==> src/rtl/divisor_scan_displays_pkg.sv <==
// Shared display constants and the digit-index width helper used by the
// divider top, the scan ring and the bus interface.
package divisor_scan_displays_pkg;

  localparam int BOARD_DEFAULT_DIV = 99999;  // 100 MHz board -> 1 kHz scan tick
  localparam int BOARD_N_DIGITS    = 4;

  function automatic int clog2_fn(input int n);
    int r;
    r = 0;
    for (int i = 0; i < 31; i++) begin
      if ((1 << i) < n) r = i + 1;
    end
    return r;
  endfunction

endpackage

==> src/rtl/divisor_scan_displays_if.sv <==
// Control and display-side signals of the programmable scan divider.
interface divisor_scan_displays_if
  import divisor_scan_displays_pkg::*;
#(
  parameter int CNT_W    = 17,
  parameter int N_DIGITS = BOARD_N_DIGITS,
  parameter int DIG_W    = clog2_fn(N_DIGITS)
);
  logic                en;
  logic                div_load;
  logic [CNT_W-1:0]    div_val;
  logic                clk_out;
  logic                tick;
  logic [DIG_W-1:0]    digit_idx;
  logic [N_DIGITS-1:0] digit_sel_n;
  logic                scan_wrap;

  modport master (
    output en, div_load, div_val,
    input  clk_out, tick, digit_idx, digit_sel_n, scan_wrap
  );

  modport slave (
    input  en, div_load, div_val,
    output clk_out, tick, digit_idx, digit_sel_n, scan_wrap
  );
endinterface

==> src/rtl/divisor_scan_displays_scan_ring.sv <==
// Digit-scan counter with registered active-low one-hot anode decode.
module scan_ring #(
  parameter int N_DIGITS = 4,
  parameter int DIG_W    = 2
) (
  input  logic                clk,
  input  logic                rst,
  input  logic                adv,
  output logic [DIG_W-1:0]    digit_idx,
  output logic [N_DIGITS-1:0] digit_sel_n,
  output logic                scan_wrap
);

  localparam logic [DIG_W-1:0] LAST_IDX = DIG_W'(N_DIGITS - 1);

  logic [DIG_W-1:0]    idx_q, idx_d;
  logic [N_DIGITS-1:0] sel_n_q, sel_n_d;
  logic                wrap_q, wrap_d;

  always_comb begin
    idx_d  = idx_q;
    wrap_d = 1'b0;
    if (adv) begin
      if (idx_q == LAST_IDX) begin
        idx_d  = '0;
        wrap_d = 1'b1;
      end else begin
        idx_d = idx_q + DIG_W'(1);
      end
    end
  end

  // Decode from the next index so the anode select moves on the same edge.
  generate
    for (genvar gi = 0; gi < N_DIGITS; gi++) begin : g_sel
      assign sel_n_d[gi] = (idx_d != DIG_W'(gi));
    end
  endgenerate

  always_ff @(posedge clk or negedge rst) begin
    if (!rst) begin
      idx_q   <= '0;
      sel_n_q <= ~N_DIGITS'(1);
      wrap_q  <= 1'b0;
    end else begin
      idx_q   <= idx_d;
      sel_n_q <= sel_n_d;
      wrap_q  <= wrap_d;
    end
  end

  assign digit_idx   = idx_q;
  assign digit_sel_n = sel_n_q;
  assign scan_wrap   = wrap_q;

endmodule

==> src/rtl/divisor_scan_displays.sv <==
// Runtime-programmable clock divider producing a square clock, a one-cycle
// tick and a multiplexed-display digit scan driven by that tick.
module divisor_scan_displays
  import divisor_scan_displays_pkg::*;
#(
  parameter int CNT_W       = 17,
  parameter int DEFAULT_DIV = BOARD_DEFAULT_DIV,
  parameter int N_DIGITS    = BOARD_N_DIGITS,
  parameter int DIG_W       = clog2_fn(N_DIGITS)
) (
  input logic clk,
  input logic rst,
  divisor_scan_displays_if.slave bus
);

  logic [CNT_W-1:0]    counter_q, counter_d;
  logic [CNT_W-1:0]    div_reg_q, div_reg_d;
  logic                clk_out_q, clk_out_d;
  logic                tick_q, tick_d;
  logic                adv;
  logic [DIG_W-1:0]    ring_idx;
  logic [N_DIGITS-1:0] ring_sel_n;
  logic                ring_wrap;

  // A load restarts the period and suppresses any terminal count on that edge.
  always_comb begin
    counter_d = counter_q;
    div_reg_d = div_reg_q;
    clk_out_d = clk_out_q;
    tick_d    = 1'b0;
    adv       = 1'b0;
    if (bus.div_load) begin
      div_reg_d = bus.div_val;
      counter_d = '0;
    end else if (bus.en) begin
      if (counter_q == div_reg_q) begin
        counter_d = '0;
        clk_out_d = ~clk_out_q;
        tick_d    = 1'b1;
        adv       = 1'b1;
      end else begin
        counter_d = counter_q + CNT_W'(1);
      end
    end
  end

  always_ff @(posedge clk or negedge rst) begin
    if (!rst) begin
      counter_q <= '0;
      div_reg_q <= CNT_W'(DEFAULT_DIV);
      clk_out_q <= 1'b0;
      tick_q    <= 1'b0;
    end else begin
      counter_q <= counter_d;
      div_reg_q <= div_reg_d;
      clk_out_q <= clk_out_d;
      tick_q    <= tick_d;
    end
  end

  scan_ring #(
    .N_DIGITS (N_DIGITS),
    .DIG_W    (DIG_W)
  ) u_scan_ring (
    .clk         (clk),
    .rst         (rst),
    .adv         (adv),
    .digit_idx   (ring_idx),
    .digit_sel_n (ring_sel_n),
    .scan_wrap   (ring_wrap)
  );

  assign bus.clk_out     = clk_out_q;
  assign bus.tick        = tick_q;
  assign bus.digit_idx   = ring_idx;
  assign bus.digit_sel_n = ring_sel_n;
  assign bus.scan_wrap   = ring_wrap;

endmodule

==> src/flat_wrapper.sv <==
// flat-port wrapper written by rule: the top's interface ports become plain ports
module divisor_scan_displays_flat import divisor_scan_displays_pkg::*;
#(
  parameter int CNT_W       = 17,
  parameter int DEFAULT_DIV = BOARD_DEFAULT_DIV,
  parameter int N_DIGITS    = BOARD_N_DIGITS,
  parameter int DIG_W       = clog2_fn(N_DIGITS)
)
  (clk, rst, bus_en, bus_div_load, bus_div_val, bus_clk_out, bus_tick, bus_digit_idx, bus_digit_sel_n, bus_scan_wrap);
  divisor_scan_displays_if #(.CNT_W(CNT_W), .N_DIGITS(N_DIGITS), .DIG_W(DIG_W)) bus_i ();
  input logic clk;
  input logic rst;
  input wire logic [$bits(bus_i.en)-1:0] bus_en;
  input wire logic [$bits(bus_i.div_load)-1:0] bus_div_load;
  input wire logic [$bits(bus_i.div_val)-1:0] bus_div_val;
  output wire logic [$bits(bus_i.clk_out)-1:0] bus_clk_out;
  output wire logic [$bits(bus_i.tick)-1:0] bus_tick;
  output wire logic [$bits(bus_i.digit_idx)-1:0] bus_digit_idx;
  output wire logic [$bits(bus_i.digit_sel_n)-1:0] bus_digit_sel_n;
  output wire logic [$bits(bus_i.scan_wrap)-1:0] bus_scan_wrap;
  assign bus_i.en = bus_en;
  assign bus_i.div_load = bus_div_load;
  assign bus_i.div_val = bus_div_val;
  assign bus_clk_out = bus_i.clk_out;
  assign bus_tick = bus_i.tick;
  assign bus_digit_idx = bus_i.digit_idx;
  assign bus_digit_sel_n = bus_i.digit_sel_n;
  assign bus_scan_wrap = bus_i.scan_wrap;
  divisor_scan_displays #(.CNT_W(CNT_W), .DEFAULT_DIV(DEFAULT_DIV), .N_DIGITS(N_DIGITS), .DIG_W(DIG_W)) u_core (.clk(clk), .rst(rst), .bus(bus_i));
endmodule
==> config.mk <==
export PLATFORM = sky130hd
export DESIGN_NAME = divisor_scan_displays_flat
export DESIGN_NICKNAME = d
export VERILOG_FILES = /design/src/rtl/divisor_scan_displays_pkg.sv /design/src/rtl/divisor_scan_displays_if.sv /design/src/rtl/divisor_scan_displays_scan_ring.sv /design/src/rtl/divisor_scan_displays.sv /design/src/flat_wrapper.sv
export SDC_FILE = /design/constraint.sdc
export NUM_CORES = 1
export LEC_CHECK = 0
export BUFFER_PORTS_ARGS = -buffer_cell sky130_fd_sc_hd__buf_2
export CAP_MARGIN = 20
export CORE_MARGIN = 4
export CORE_UTILIZATION = 50
export CTS_CLUSTER_SIZE = 24
export DETAILED_ROUTE_END_ITERATION = 12
export GPL_TIMING_DRIVEN = 0
export PLACE_DENSITY = 0.73
export SLEW_MARGIN = 20
export SYNTH_ARGS = -nofsm -noshare
export SYNTH_HDL_FRONTEND = slang
export SYNTH_HIERARCHICAL = 1
export SYNTH_SLANG_ARGS = --single-unit
==> constraint.sdc <==
create_clock -name clk -period 1.7 [get_ports clk]
set_clock_uncertainty 0.15 [all_clocks]
set_input_delay 0.085 -clock clk [delete_from_list [all_inputs] [get_ports clk]]
set_output_delay 0.085 -clock clk [all_outputs]
set_load 0.005 [all_outputs]
* Yosys cells after proc, flatten, opt, wreduce, memory -nomap -nowiden *
Index checks and enable logic that the tools add are counted.
W data, S select, Z words.

word-level totals
  bits in registers = 43
  output and inout port bits = 9
  input port bits = 21
  logic and storage cells = 29

operators by class
  add/sub/neg operators = 2
  reduce and logical (&&, ||, !) cells = 3
  eq/ne operators = 5
  multiplexer cells = 10
  bitwise gates (word level) = 2

operator list
  operator                 count
  $mux W17                 3
  $add A17 B1 Y17 const B  1
  $eq A17 B17 Y1           1
  $mux W1                  5
  $mux W2                  2
  $ne A2 B2 Y1 const B     2
  $reduce_bool A2 Y1       2
  $reduce_and A3 Y1        1
  $add A2 B1 Y2 const B    1
  $eq A2 B2 Y1 const B     1
  $ne A2 B1 Y1 const B     1
  $not A1 Y1               2

* Depth between registers and ports, before layout *
Gate-level depths: netlist of run 1.

  word-level depth = 6
  gate-level depth with buffers = 9
  mapped depth without buffers = 7

* Hierarchy *
The synthesis of run 1 kept the hierarchy.

by module, submodules not included
  module                 area an instance (sq um)  cells an instance  times used  seq. area each (sq um)
  divisor_scan_displays  2011.9                    179                1           913.4
  scan_ring              310.3                     24                 1           178.9

* Worst setup path before layout of run 1 *
No wires, ideal clock.

  kind = flip-flop to flip-flop
  start point = reg u_core.div_reg_q[9]
  end point = reg u_core.u_scan_ring.sel_n_q[1] (netlist: u_core/u_scan_ring/digit_sel_n[1])
  data required time = 1470 ps
  data arrival time = 1529 ps
  setup slack = -59 ps
  clock period less this slack = 1759 ps
  setup time = 80 ps
  cell stages (with the launch flop) = 9
  buffers on the path = 1
  path through = dfstp_2 -> xnor2_1 -> nand4_1 -> nor3_1 -> nand4b_1 -> inv_1 -> buf_6 -> nor3b_2 -> a21oi_1

on the way
  longest elaborated chain between the ends = 6

ends and longest elaborated chain
  item                                     RTL line                               RTL
  start: declaration                       divisor_scan_displays.sv:17            logic [CNT_W-1:0] div_reg_q, div_reg_d;
  start signal: assignment                 divisor_scan_displays.sv:50            div_reg_q <= CNT_W'(DEFAULT_DIV);
  start signal: assignment                 divisor_scan_displays.sv:55            div_reg_q <= div_reg_d;
  $eq A17 B17 Y1                           divisor_scan_displays.sv:36            if (counter_q == div_reg_q) begin
  $mux W1                                  divisor_scan_displays.sv:36
  $mux W1                                  divisor_scan_displays.sv:35            end else if (bus.en) begin
  $mux W1                                  divisor_scan_displays.sv:32            if (bus.div_load) begin
  named net u_core.adv                     divisor_scan_displays.sv:20            logic adv;
  $mux W2                                  divisor_scan_displays_scan_ring.sv:23  if (adv) begin
  $ne A2 B1 Y1                             divisor_scan_displays_scan_ring.sv:36  assign sel_n_d[gi] = (idx_d != DIG_W'(gi));
  named net u_core.u_scan_ring.sel_n_d[1]  divisor_scan_displays_scan_ring.sv:17  logic [N_DIGITS-1:0] sel_n_q, sel_n_d;
  end signal: assignment                   divisor_scan_displays_scan_ring.sv:43  sel_n_q <= ~N_DIGITS'(1);
  end signal: assignment                   divisor_scan_displays_scan_ring.sv:47  sel_n_q <= sel_n_d;
  end: declaration                         divisor_scan_displays_scan_ring.sv:17

The timed path passes the listed nets, and every way through them passes these cells.
A chain may end at the register's enable or synchronous reset.

* Worst setup path in the final report of run 1 *
  start point = reg u_core.counter_q[8]
  end point = reg u_core.u_scan_ring.sel_n_q[1] (netlist: u_core/u_scan_ring/digit_sel_n[1])

on the way
  longest elaborated chain between the ends = 6

ends and longest elaborated chain
  item                                     RTL line                               RTL
  start: declaration                       divisor_scan_displays.sv:16            logic [CNT_W-1:0] counter_q, counter_d;
  start signal: assignment                 divisor_scan_displays.sv:54            counter_q <= counter_d;
  $eq A17 B17 Y1                           divisor_scan_displays.sv:36
  $mux W1                                  divisor_scan_displays.sv:36
  $mux W1                                  divisor_scan_displays.sv:35
  $mux W1                                  divisor_scan_displays.sv:32
  named net u_core.adv                     divisor_scan_displays.sv:20
  $mux W2                                  divisor_scan_displays_scan_ring.sv:23
  $ne A2 B1 Y1                             divisor_scan_displays_scan_ring.sv:36
  named net u_core.u_scan_ring.sel_n_d[1]  divisor_scan_displays_scan_ring.sv:17

The timed path passes the listed nets, and every way through them passes these cells.

==> results by group, run 1 <==
Outcome
  • Run status: complete, but fails checks
  • Failing checks: negative setup slack

STA
  • RSZ-0062 raised after global routing: true
  • Count of final max-slew check failures: 0
  • Fin crit period: 1.94 ns
  • TNS Setup: -4.18 ns
  • Worst setup margin: -0.244 ns
  • Fin crit share: 114%
  • Final setup fails: 26
  • Rel. slew slack: 32.4%
  • Final hold vios: 0
  • Max Fclk: 0.514 GHz
  • Slew @ Worst Pin: 1.01 ns

Synth
  • Post-Syn Area per Cell: 11.4 um^2
  • Post-synth EDFFs: 0
  • Register area share after synthesis: 47.0%
  • Prevailing post-synth register cell: dfrtp_1
  • Post-synth net total: 226
  • Synth top area share: 32.3%
  • Post-Syn Area: 2320 um^2
  • Top cells by instance count after synthesis: dfrtp_1, mux2_2, xnor2_1
  • Cell with the most instances after synthesis: dfrtp_1
  • Synth warn: 6
  • Synth top area cells: dfrtp_1, dfstp_2, mux2_2, xnor2_1, nor4_2
  • Ys async rst share: 100%
  • #FFs+latches synth: 43
  • Synth Instances: 203
  • Yosys top cell by area: dfrtp_1
  • Post-synth cell types: 43

Drt
  • Routed len/inst: 16.9 um
  • Vias per cell: 5.67
  • First-pass iteration count of the detailed router: 4
  • Initial drt markers: 95
  • DRC violations left: 0
  • Drt total wl: 5300 um
  • Vias: 1,781
  • Final ANT Viol Nets: 0

Global route
  • Vias in the first global route: 1,829
  • Pin count of the biggest net entering global routing: 44
  • Gr ovfl total: 0
  • Initial antenna violation count: 0
  • GRT Total Usage: 19.4%
  • First-pass GRT wire length: 9150 um

Die
  • CORE AREA: 4410 um^2
  • Die Ht: 76.2 um
  • Die width: 76.2 um
  • Row count: 24
  • Initial core utilization: 52.6%
  • I/O Pins: 30
  • Total Die Area: 5800 um^2

Pwr
  • Cell Pwr Density: 733 nW/um^2
  • Total power: 2.21 mW
  • Pleak: 1.24 nW
  • Peak supply drop: 0.549 mV

Cells and area
  • Storage element area: 1100 um^2
  • Fillers: 309
  • Layout cells sized above 1: 45.4%
  • Final #Nets: 284
  • Area grow syn2layout: 29.8%
  • Area occupied by multi-input gates: 1250 um^2
  • Design Area, Final: 3020 um^2
  • Antenna cells: 0

Setup path
  • Worst path bufs/invs: 2
  • CP required: 1.78 ns
  • Top delay family on crit path: simple AND/OR/NAND/NOR gates
  • R2R depth: 8
  • Crit. End Element: flop
  • WP data arrival: 2.02 ns
  • Critical Path Stages: 8
  • Max incr delay on CP: 0.47 ns
  • Kind of start point of the critical path: flop
  • CP cell instances: xnor2_1, nand4_1, nor3_2, nand4b_1, inv_2, buf_6, nor3b_2, a21oi_1
  • CP max FO: 7
  • Setup CP Type: flop to flop
  • Slowest CP cell: dfrtp_2

Clocking
  • CTS tree: yes
  • Num CTS Buffers: 5
  • Clock Sinks: 43
  • Max clock buf depth: 2
  • CTS H-tree depth: 2
  • Skew-Pair Late Insertion Delay: 0.30 ns
  • Clock transition at path regs: 0.08 ns
  • Clock Root Buffer: clkbuf_8

Run
  • Max-cap violations: 0

Placed design
  • RD Place Congestion: 0.791
  • Hpwl dp: 3320 um
  • IO buf count: 27
  • Placed Instance Area: 2530 um^2

Worst hold path
  • HP Class: input pin to flop
  • Hold Crit Depth: 4
cell usage in the layout (no fill, tap or decap), types with 6 or more instances in the layout:
master / n
buf_2: 30
buf_4: 7
clkbuf_8: 6
dfrtp_1: 23
dfrtp_2: 7
dfstp_2: 13
dlygate4sd3_1: 18
mux2_2: 16
mux2i_1: 6
nand2_1: 12
nand3_1: 11
nor2_1: 11
xnor2_1: 11
xor2_1: 6
stage by stage:
step | instances | hold WS (ns) | utilization (%) | setup slack [ns]
after floorplan | 203 | -0.361 | - | -0.0232
after global placement | 282 | 0.136 | 57.4 | -0.247
after detailed placement | 282 | 0.132 | 57.4 | -0.285
after CTS | 312 | 0.124 | 66.0 | -0.228
after global routing | 314 | 0.147 | 68.3 | -0.356
final | 314 | 0.120 | 68.3 | -0.244
metal layers:
layer | share of wire, % | up-vias | GRT usage (%) | routed length, um
li1 | - | 834 | - | -
met3 | 5.1 | 13 | 4.37 | 271
met4 | 1.8 | 0 | 5.59 | 96
met2 | 48 | 55 | 30.2 | 2540
met5 | 0 | - | 0 | 0
met1 | 45 | 879 | 27.0 | 2390
path summary, 6_finish.rpt:
path,startpoint,to,slack (ns)
setup / recovery,u_core/counter_q[8]$_DFFE_PN0P_,u_core/u_scan_ring/digit_sel_n[1]$_DFF_PN1_,-0.24
hold / removal,bus_en,u_core/counter_q[2]$_DFFE_PN0P_,0.12
setup reg to reg,u_core/counter_q[8]$_DFFE_PN0P_,u_core/u_scan_ring/digit_sel_n[1]$_DFF_PN1_,-0.24
hold reg to reg,u_core/bus.clk_out$_DFFE_PN0P_,u_core/bus.clk_out$_DFFE_PN0P_,0.31
max in group asynchronous,rst,u_core/counter_q[2]$_DFFE_PN0P_,0.45
min in group asynchronous,rst,u_core/div_reg_q[13]$_DFFE_PN0P_,0.31
tightest hold or removal path, stage by stage:
cell and delay (ns):
buf_2 0.15, nand2_1 0.08, mux2_2 0.15, o32ai_2 0.06
sequential cells by signal, summed over array words and instances (netlist names):
register,flops
u_core/bus.clk_out,1
u_core/bus.tick,1
u_core/counter_q,17
u_core/div_reg_q,17
u_core/u_scan_ring/digit_idx,2
u_core/u_scan_ring/digit_sel_n,4
u_core/u_scan_ring/scan_wrap,1
final cells by class:
class | instances | share of cell area (%)
multi-input combinational | 141 | 41.4
timing repair buffer | 53 | 12.7
inverter | 4 | 0.498
clock buffer | 6 | 2.74
clock inverter | 2 | 1.16
tap | 52 | 2.16
buffer | 13 | 2.86
sequential | 43 | 36.5
kinds of logic (layout without fill, tap and decap cells):
logic type               Yosys count  count (layout)  share of synthesized area (%)
XOR/XNOR                          22              22                           8.30
buffers and inverters             19              78                           4.47
multiplexers                      24              24                           11.3
AO/OA/AOI/OAI                     17              17                           6.41
AND/OR/NAND/NOR                   76              76                           21.4
adder cells (fa/ha/maj)            2               2                           1.08
flip-flops                        43              43                           47.0
power breakdown:
part	internal (mW)	switching, mW	leakage, nW	total [mW]
clock	0.476	0.358	0.0612	0.833
sequential	1.09	0.0409	0.516	1.13
combinational	0.134	0.114	0.663	0.248
total	1.70	0.513	1.24	2.21
timing repair:
action,4_1_cts,5_1_grt
hold buffers,18,0
setup endpoints to repair,25,26
pin swaps,15,4
cloned,2,0
gates resized for setup,13,18
buffers inserted,5,2
endpoints found under the hold margin,47,0
(Power assumes the default switching activity.)
==> inputs of run 2 (changes only) <==
--- a/config.mk
+++ b/config.mk
@@ -11,7 +11,7 @@
 export CORE_UTILIZATION = 50
 export CTS_CLUSTER_SIZE = 24
 export DETAILED_ROUTE_END_ITERATION = 12
-export GPL_TIMING_DRIVEN = 0
+export GPL_TIMING_DRIVEN = 1
 export PLACE_DENSITY = 0.73
 export SLEW_MARGIN = 20
 export SYNTH_ARGS = -nofsm -noshare
==> run 2 against run 1 <==
Compared with the run above:
- the flow still finishes with violations (negative setup slack)
- sequential share of layout area down 2.3 points
- maximum frequency rose by 3.8%
- sequential power about the same
- cell count is 6.4% higher
- register-to-register slack gained 0.07 ns
- final area rose by 6.1%
- first-iteration DRC count down 51%
- largest power group unchanged
- highest routed layer unchanged
==> results by group, run 2 (same netlist as run 1, synthesis figures left out) <==
Clocking
  • CTS H-tree depth: 2 (unchanged)
  • Skew-Pair Late Insertion Delay: 0.30 ns (about the same)
  • Max clock buf depth: 2 (unchanged)
  • Clock Sinks: 43 (unchanged)
  • CTS tree: yes
  • Clock Root Buffer: clkbuf_8
  • Clock transition at path regs: 0.09 ns (about the same)
  • Num CTS Buffers: 5 (unchanged)

Setup path
  • Max incr delay on CP: 0.57 ns (+0.10 ns)
  • Crit. End Element: flop
  • CP cell instances: xnor2_1, nand3_1, nor3_2, nand4b_1, inv_2, buf_12, nor2b_4, a2bb2oi_1
  • CP max FO: 10 (+3)
  • Reg2Reg Setup Slack: -0.17 ns (+0.07 ns)
  • Kind of start point of the critical path: flop
  • Setup CP Type: flop to flop
  • CP required: 1.77 ns (about the same)
  • Slowest CP cell: dfstp_2
  • WP data arrival: 1.94 ns (-0.08 ns)

Die
  • Initial core utilization: 52.6% (unchanged)
  • Total Die Area: 5800 um^2 (unchanged)
  • Die Ht: 76.2 um (unchanged)
  • CORE AREA: 4410 um^2 (unchanged)
  • Die width: 76.2 um (unchanged)
  • Row count: 24 (unchanged)
  • I/O Pins: 30 (unchanged)

STA
  • Rel. slew slack: 64.1% (+32 points)
  • Max Fclk: 0.534 GHz (+3.8%)
  • Final setup fails: 24 (-7.7%)
  • Final hold vios: 0 (unchanged)
  • Fin crit share: 110% (-4.2 points)
  • Count of final max-slew check failures: 0 (unchanged)
  • Slew @ Worst Pin: 0.539 ns (-0.475 ns)
  • Fin crit period: 1.87 ns (-0.0717 ns)
  • TNS Setup: -1.47 ns (+2.71 ns)
  • RSZ-0062 raised after global routing: true
  • Hold Worst Slack: 0.0977 ns (-0.0223 ns)
  • Worst setup margin: -0.172 ns (+0.0717 ns)

Cells and area
  • Design Area, Final: 3200 um^2 (+6.1%)
  • Layout cells sized above 1: 50.4% (+4.9 points)
  • Antenna cells: 0 (unchanged)
  • Final #Nets: 304 (+7.0%)
  • Fillers: 285 (-7.8%)
  • Most frequent cells in the layout: buf_4, buf_2, dfrtp_1
  • Most common cell after layout, fill and taps aside: buf_4
  • Area grow syn2layout: 37.8%

Global route
  • GRT Total Usage: 18.7% (-0.64 points)
  • Vias in the first global route: 1,771 (-3.2%)
  • First-pass GRT wire length: 8810 um (-3.7%)
  • Pin count of the biggest net entering global routing: 25 (-43%)
  • Initial antenna violation count: 0 (unchanged)
  • Gr ovfl total: 0 (unchanged)

Pwr
  • Seq pwr share: 55.3% (+4.2 points)
  • Comb pwr share: 12.9% (+1.7 points)
  • Switching Fraction: 25.7% (+2.4 points)
  • Switching power: 525 uW (+2.4%)
  • Peak supply drop: 0.532 mV (-3.0%)
  • Cell Pwr Density: 640 nW/um^2 (-13%)
  • Pleak: 1.39 nW (+12%)
  • Clk network pwr share: 31.8% (-5.9 points)
  • Int Power: 1.52 mW (-10%)

Drt
  • Initial drt markers: 47 (-51%)
  • Drt total wl: 5720 um (+7.8%)
  • Final ANT Viol Nets: 0 (unchanged)
  • Vias: 1,818 (+2.1%)
  • First-pass iteration count of the detailed router: 4 (unchanged)
  • Routed len/inst: 17.1 um (+1.4%)
  • DRC violations left: 0 (unchanged)
  • Vias per cell: 5.44 (-4.0%)

Placed design
  • Placed Instance Area: 2750 um^2 (+8.4%)
  • IO buf count: 29 (+7.4%)
  • RD Place Congestion: 0.768 (-2.8%)
  • Hpwl dp: 3490 um (+5.1%)

Outcome
  • Failing checks: negative setup slack
  • Run status: complete, but fails checks

Worst hold path
  • HP Class: input pin to flop

Run
  • Max-cap violations: 0 (unchanged)
run 2: cell types whose count changed in the layout (fill, tap and decap cells not counted), moves of 3 or more:
cell,before,now
nor4_2,5,9
dfrtp_1,23,28
buf_1,3,0
buf_12,0,3
nor4_4,5,1
dfrtp_2,7,2
buf_4,7,30
run 2: layout make-up:
type	instances	area [um^2]	area share, %
Clock inverter	2	12.5	0.391
Timing Repair Buffer	86	677	21.2
Sequential cell	43	1090	34.2
Multi-Input combinational cell	141	1260	39.5
Inverter	4	15.0	0.469
Tap cell	52	65.1	2.03
Clock buffer	6	72.6	2.27
run 2: worst paths after layout:
check	cells past startpoint	to	startpoint
worst max-delay path	8	u_core/u_scan_ring/digit_sel_n[3]$_DFF_PN1_	u_core/div_reg_q[15]$_DFFE_PN1P_
worst min register to register	1	u_core/bus.clk_out$_DFFE_PN0P_	u_core/bus.clk_out$_DFFE_PN0P_
max in group asynchronous	3	u_core/div_reg_q[1]$_DFFE_PN1P_	rst
worst min-delay path	3	u_core/counter_q[14]$_DFFE_PN0P_	bus_div_load
min in group asynchronous	2	u_core/div_reg_q[11]$_DFFE_PN0P_	rst
worst max register to register	8	u_core/u_scan_ring/digit_sel_n[3]$_DFF_PN1_	u_core/div_reg_q[15]$_DFFE_PN1P_
run 2: timing repair:
item                                    CTS  global route
pin swaps                                 5            10
hold endpoints to repair                 40             0
cloned                                    0             0
gates resized for setup                  12            18
endpoints found under the setup margin   24            26
buffers inserted                          0             4
hold buffers                             19             0
run 2: stage by stage:
stage,setup WS (ns),power [mW],utilization (%),instances
finish,-0.172,2.05,72.5,334
detailed placement,-0.133,1.35,62.2,303
CTS,-0.111,2.03,69.6,330
floorplan,-0.0232,1.26,-,203
global placement,-0.100,1.34,62.2,303
global route,-0.342,2.15,72.5,334
run 2: power groups by stage:
stage          combinational, mW  sequential (mW)  clock (mW)
6_report                   0.265             1.13       0.651
3_3_place_gp               0.207             1.14           0
2_1_floorplan              0.130             1.13           0
3_5_place_dp               0.211             1.14           0
4_1_cts                    0.251             1.12       0.659
5_1_grt                    0.289             1.14       0.719
run 2: critical path, delay by kind of cell, from the launching register on:
family	cells	cell delay, ns
AOI/OAI and AO/OA	1	0.19
xor gates and xnor gates	1	0.13
buffers and inverters	2	0.22
DFF	1	0.57
and+or+nand+nor	4	0.53
run 2: layer usage:
layer	vias to the layer above	global-route usage (%)	routed length (um)
li1	877	-	-
met1	893	26.6	2450
met2	44	28.7	2990
met3	4	4.37	233
met4	0	5.24	37
met5	-	0	0
==> inputs of run 3 (changes only) <==
--- a/config.mk
+++ b/config.mk
@@ -8,11 +8,11 @@
 export BUFFER_PORTS_ARGS = -buffer_cell sky130_fd_sc_hd__buf_2
 export CAP_MARGIN = 20
 export CORE_MARGIN = 4
-export CORE_UTILIZATION = 50
+export CORE_UTILIZATION = 35
+export CTS_BUF_LIST = sky130_fd_sc_hd__clkbuf_8
 export CTS_CLUSTER_SIZE = 24
 export DETAILED_ROUTE_END_ITERATION = 12
 export GPL_TIMING_DRIVEN = 1
-export PLACE_DENSITY = 0.73
 export SLEW_MARGIN = 20
 export SYNTH_ARGS = -nofsm -noshare
 export SYNTH_HDL_FRONTEND = slang
==> run 3 against run 2 <==
Compared with the run above:
- the flow still finishes with violations (negative setup slack)
- critical path depth is the same
- combinational power shrank 7.9%
- die area grew 38%
==> results by group, run 3 (same netlist as run 1, synthesis figures left out) <==
Pwr
  • Switching Fraction: 21.2% (-4.4 points)
  • Comb pwr share: 10.6% (-2.3 points)
  • Int Power: 1.81 mW (+19%)
  • Pleak: 1.35 nW (-2.9%)
  • Cell Pwr Density: 732 nW/um^2 (+14%)
  • Clk network pwr share: 40.6% (+8.8 points)
  • Peak supply drop: 0.384 mV (-28%)
  • Seq pwr share: 48.8% (-6.5 points)
  • Switching power: 487 uW (-7.3%)

STA
  • Rel. slew slack: 69.3% (+5.2 points)
  • Worst setup margin: -0.275 ns (-0.103 ns)
  • Fin crit period: 1.97 ns (+0.103 ns)
  • Slew @ Worst Pin: 0.460 ns (-0.0785 ns)
  • RSZ-0062 raised after global routing: true
  • Max Fclk: 0.506 GHz (-5.2%)
  • Final setup fails: 26 (+8.3%)
  • Final hold vios: 0 (unchanged)
  • Count of final max-slew check failures: 0 (unchanged)
  • Fin crit share: 116% (+6.0 points)

Outcome
  • Failing checks: negative setup slack
  • Run status: complete, but fails checks

Global route
  • Gr ovfl total: 0 (unchanged)
  • Initial antenna violation count: 0 (unchanged)
  • First-pass GRT wire length: 8210 um (-6.8%)
  • Vias in the first global route: 1,807 (+2.0%)
  • Pin count of the biggest net entering global routing: 25 (unchanged)
  • GRT Total Usage: 13.2% (-5.6 points)

Die
  • Die width: 89.5 um (+17%)
  • I/O Pins: 30 (unchanged)
  • CORE AREA: 6390 um^2 (+45%)
  • Die Ht: 89.5 um (+17%)
  • Total Die Area: 8000 um^2 (+38%)
  • Initial core utilization: 36.4% (-16 points)
  • Row count: 29 (+21%)

Cells and area
  • Fillers: 590 (+110%)
  • Area grow syn2layout: 34.9%
  • Area occupied by multi-input gates: 1160 um^2 (-8.4%)
  • Post-Layout Cell Count: 355 (+6.3%)
  • Final core occ: 49.1% (-23 points)
  • Antenna cells: 0 (unchanged)
  • Most frequent cells in the layout: dfrtp_1, buf_2, buf_4
  • Final #Nets: 300 (-1.3%)
  • Layout cells sized above 1: 45.7% (-4.7 points)
  • Most common cell after layout, fill and taps aside: dfrtp_1
  • Storage element area: 1090 um^2 (-0.23%)

Placed design
  • Hpwl dp: 3460 um (-0.97%)
  • Placed Cells incl. Taps: 328 (+8.3%)
  • IO buf count: 29 (unchanged)
  • RD Place Congestion: 0.765 (-0.47%)

Clocking
  • Skew-Pair Late Insertion Delay: 0.30 ns (about the same)
  • Num CTS Buffers: 5 (unchanged)
  • CTS H-tree depth: 2 (unchanged)
  • Max clock buf depth: 2 (unchanged)
  • Clock transition at path regs: 0.09 ns (about the same)
  • Clock Sinks: 43 (unchanged)
  • Clock Root Buffer: clkbuf_8
  • CTS tree: yes

Setup path
  • Setup CP Type: flop to flop
  • CP max FO: 11 (+1)
  • Max incr delay on CP: 0.57 ns (about the same)
  • Worst Setup SP: u_core/div_reg_q[9]$_DFFE_PN1P_
  • Crit. End Element: flop
  • Kind of start point of the critical path: flop
  • CP required: 1.77 ns (about the same)
  • Slowest CP cell: dfstp_2
  • R2r startpoint: u_core/div_reg_q[9]$_DFFE_PN1P_
  • CP cell instances: xnor2_2, nand4_1, nor3_2, nand4b_1, inv_2, buf_12, nor3b_2, a21oi_1
  • WP data arrival: 2.05 ns (+0.11 ns)
  • Top delay family on crit path: simple AND/OR/NAND/NOR gates
  • Worst path bufs/invs: 2 (unchanged)

Worst hold path
  • Hold Crit Start: bus_en
  • HP Class: input pin to flop

Drt
  • Routed len/inst: 13.3 um (-22%)
  • Vias: 1,760 (-3.2%)
  • Drt total wl: 4740 um (-17%)
  • DRC violations left: 0 (unchanged)
  • Initial drt markers: 64 (+36%)
  • Final ANT Viol Nets: 0 (unchanged)
  • First-pass iteration count of the detailed router: 4 (unchanged)
  • Vias per cell: 4.96 (-8.9%)

Run
  • Max-cap violations: 0 (unchanged)
-- run 3: final cells by class --
type                            count  share of cell area, %
Inverter                            4                  0.479
Multi-Input combinational cell    141                   36.9
Tap cell                           77                   3.08
Sequential cell                    43                   34.9
Clock inverter                      3                   2.04
Timing Repair Buffer               82                   20.4
Clock buffer                        5                   2.20
-- run 3: worst reg2reg max path, delay by kind of cell, from the launching register on --
family                    cells  cell delay, ns
xor gates and xnor gates      1            0.11
DFF                           1            0.57
and+or+nand+nor               4            0.78
AOI/OAI and AO/OA             1            0.06
buffers and inverters         2            0.24
-- run 3: metal layers --
metal,up-vias,GRT usage (%),routed length (um),share of wire (%)
li1,867,-,-,-
met5,-,0,0,0
met2,15,23.0,2480,52
met1,873,16.4,2100,44
met3,5,1.94,91,1.9
met4,0,4.87,62,1.3
-- run 3: path summary, 6_finish.rpt --
path / cells past startpoint / slack [ns] / to
max: 8 / -0.27 / u_core/u_scan_ring/digit_sel_n[1]$_DFF_PN1_
min: 2 / 0.02 / u_core/counter_q[2]$_DFFE_PN0P_
max reg2reg: 8 / -0.27 / u_core/u_scan_ring/digit_sel_n[1]$_DFF_PN1_
min reg2reg: 1 / 0.34 / u_core/u_scan_ring/digit_sel_n[3]$_DFF_PN1_
max in group asynchronous: 3 / 0.71 / u_core/div_reg_q[10]$_DFFE_PN1P_
min in group asynchronous: 2 / 0.12 / u_core/div_reg_q[5]$_DFFE_PN0P_
-- run 3: power groups by stage --
| stage | registers, mW | logic, mW | clock network, mW |
|---|---|---|---|
| after floorplan | 1.13 | 0.130 | 0 |
| after global placement | 1.14 | 0.209 | 0 |
| after detailed placement | 1.14 | 0.214 | 0 |
| after CTS | 1.12 | 0.249 | 0.951 |
| after global routing | 1.12 | 0.270 | 1.01 |
| final | 1.12 | 0.244 | 0.930 |
-- run 3: metrics by stage --
stage	cell area [um^2]	TNS, ns	worst slack, ns	total power, mW	hold WS [ns]
after global placement	2780	-2.82	-0.219	1.34	-0.0852
after detailed placement	2780	-4.50	-0.293	1.35	-0.0859
after CTS	3120	-5.99	-0.287	2.32	0.0125
after global routing	3130	-8.00	-0.393	2.40	0.0333
final	3130	-5.62	-0.275	2.29	0.0207
after floorplan	2330	-0.0456	-0.0232	1.26	-0.361
-- run 3: repair_timing --
action                                 4_1_cts  5_1_grt
gates resized for setup                      7        2
endpoints found under the hold margin       54        0
gates cloned                                 0        0
setup endpoints to repair                   26       26
setup buffers                                1        0
hold buffers                                18        0
pin swaps                                   10        0
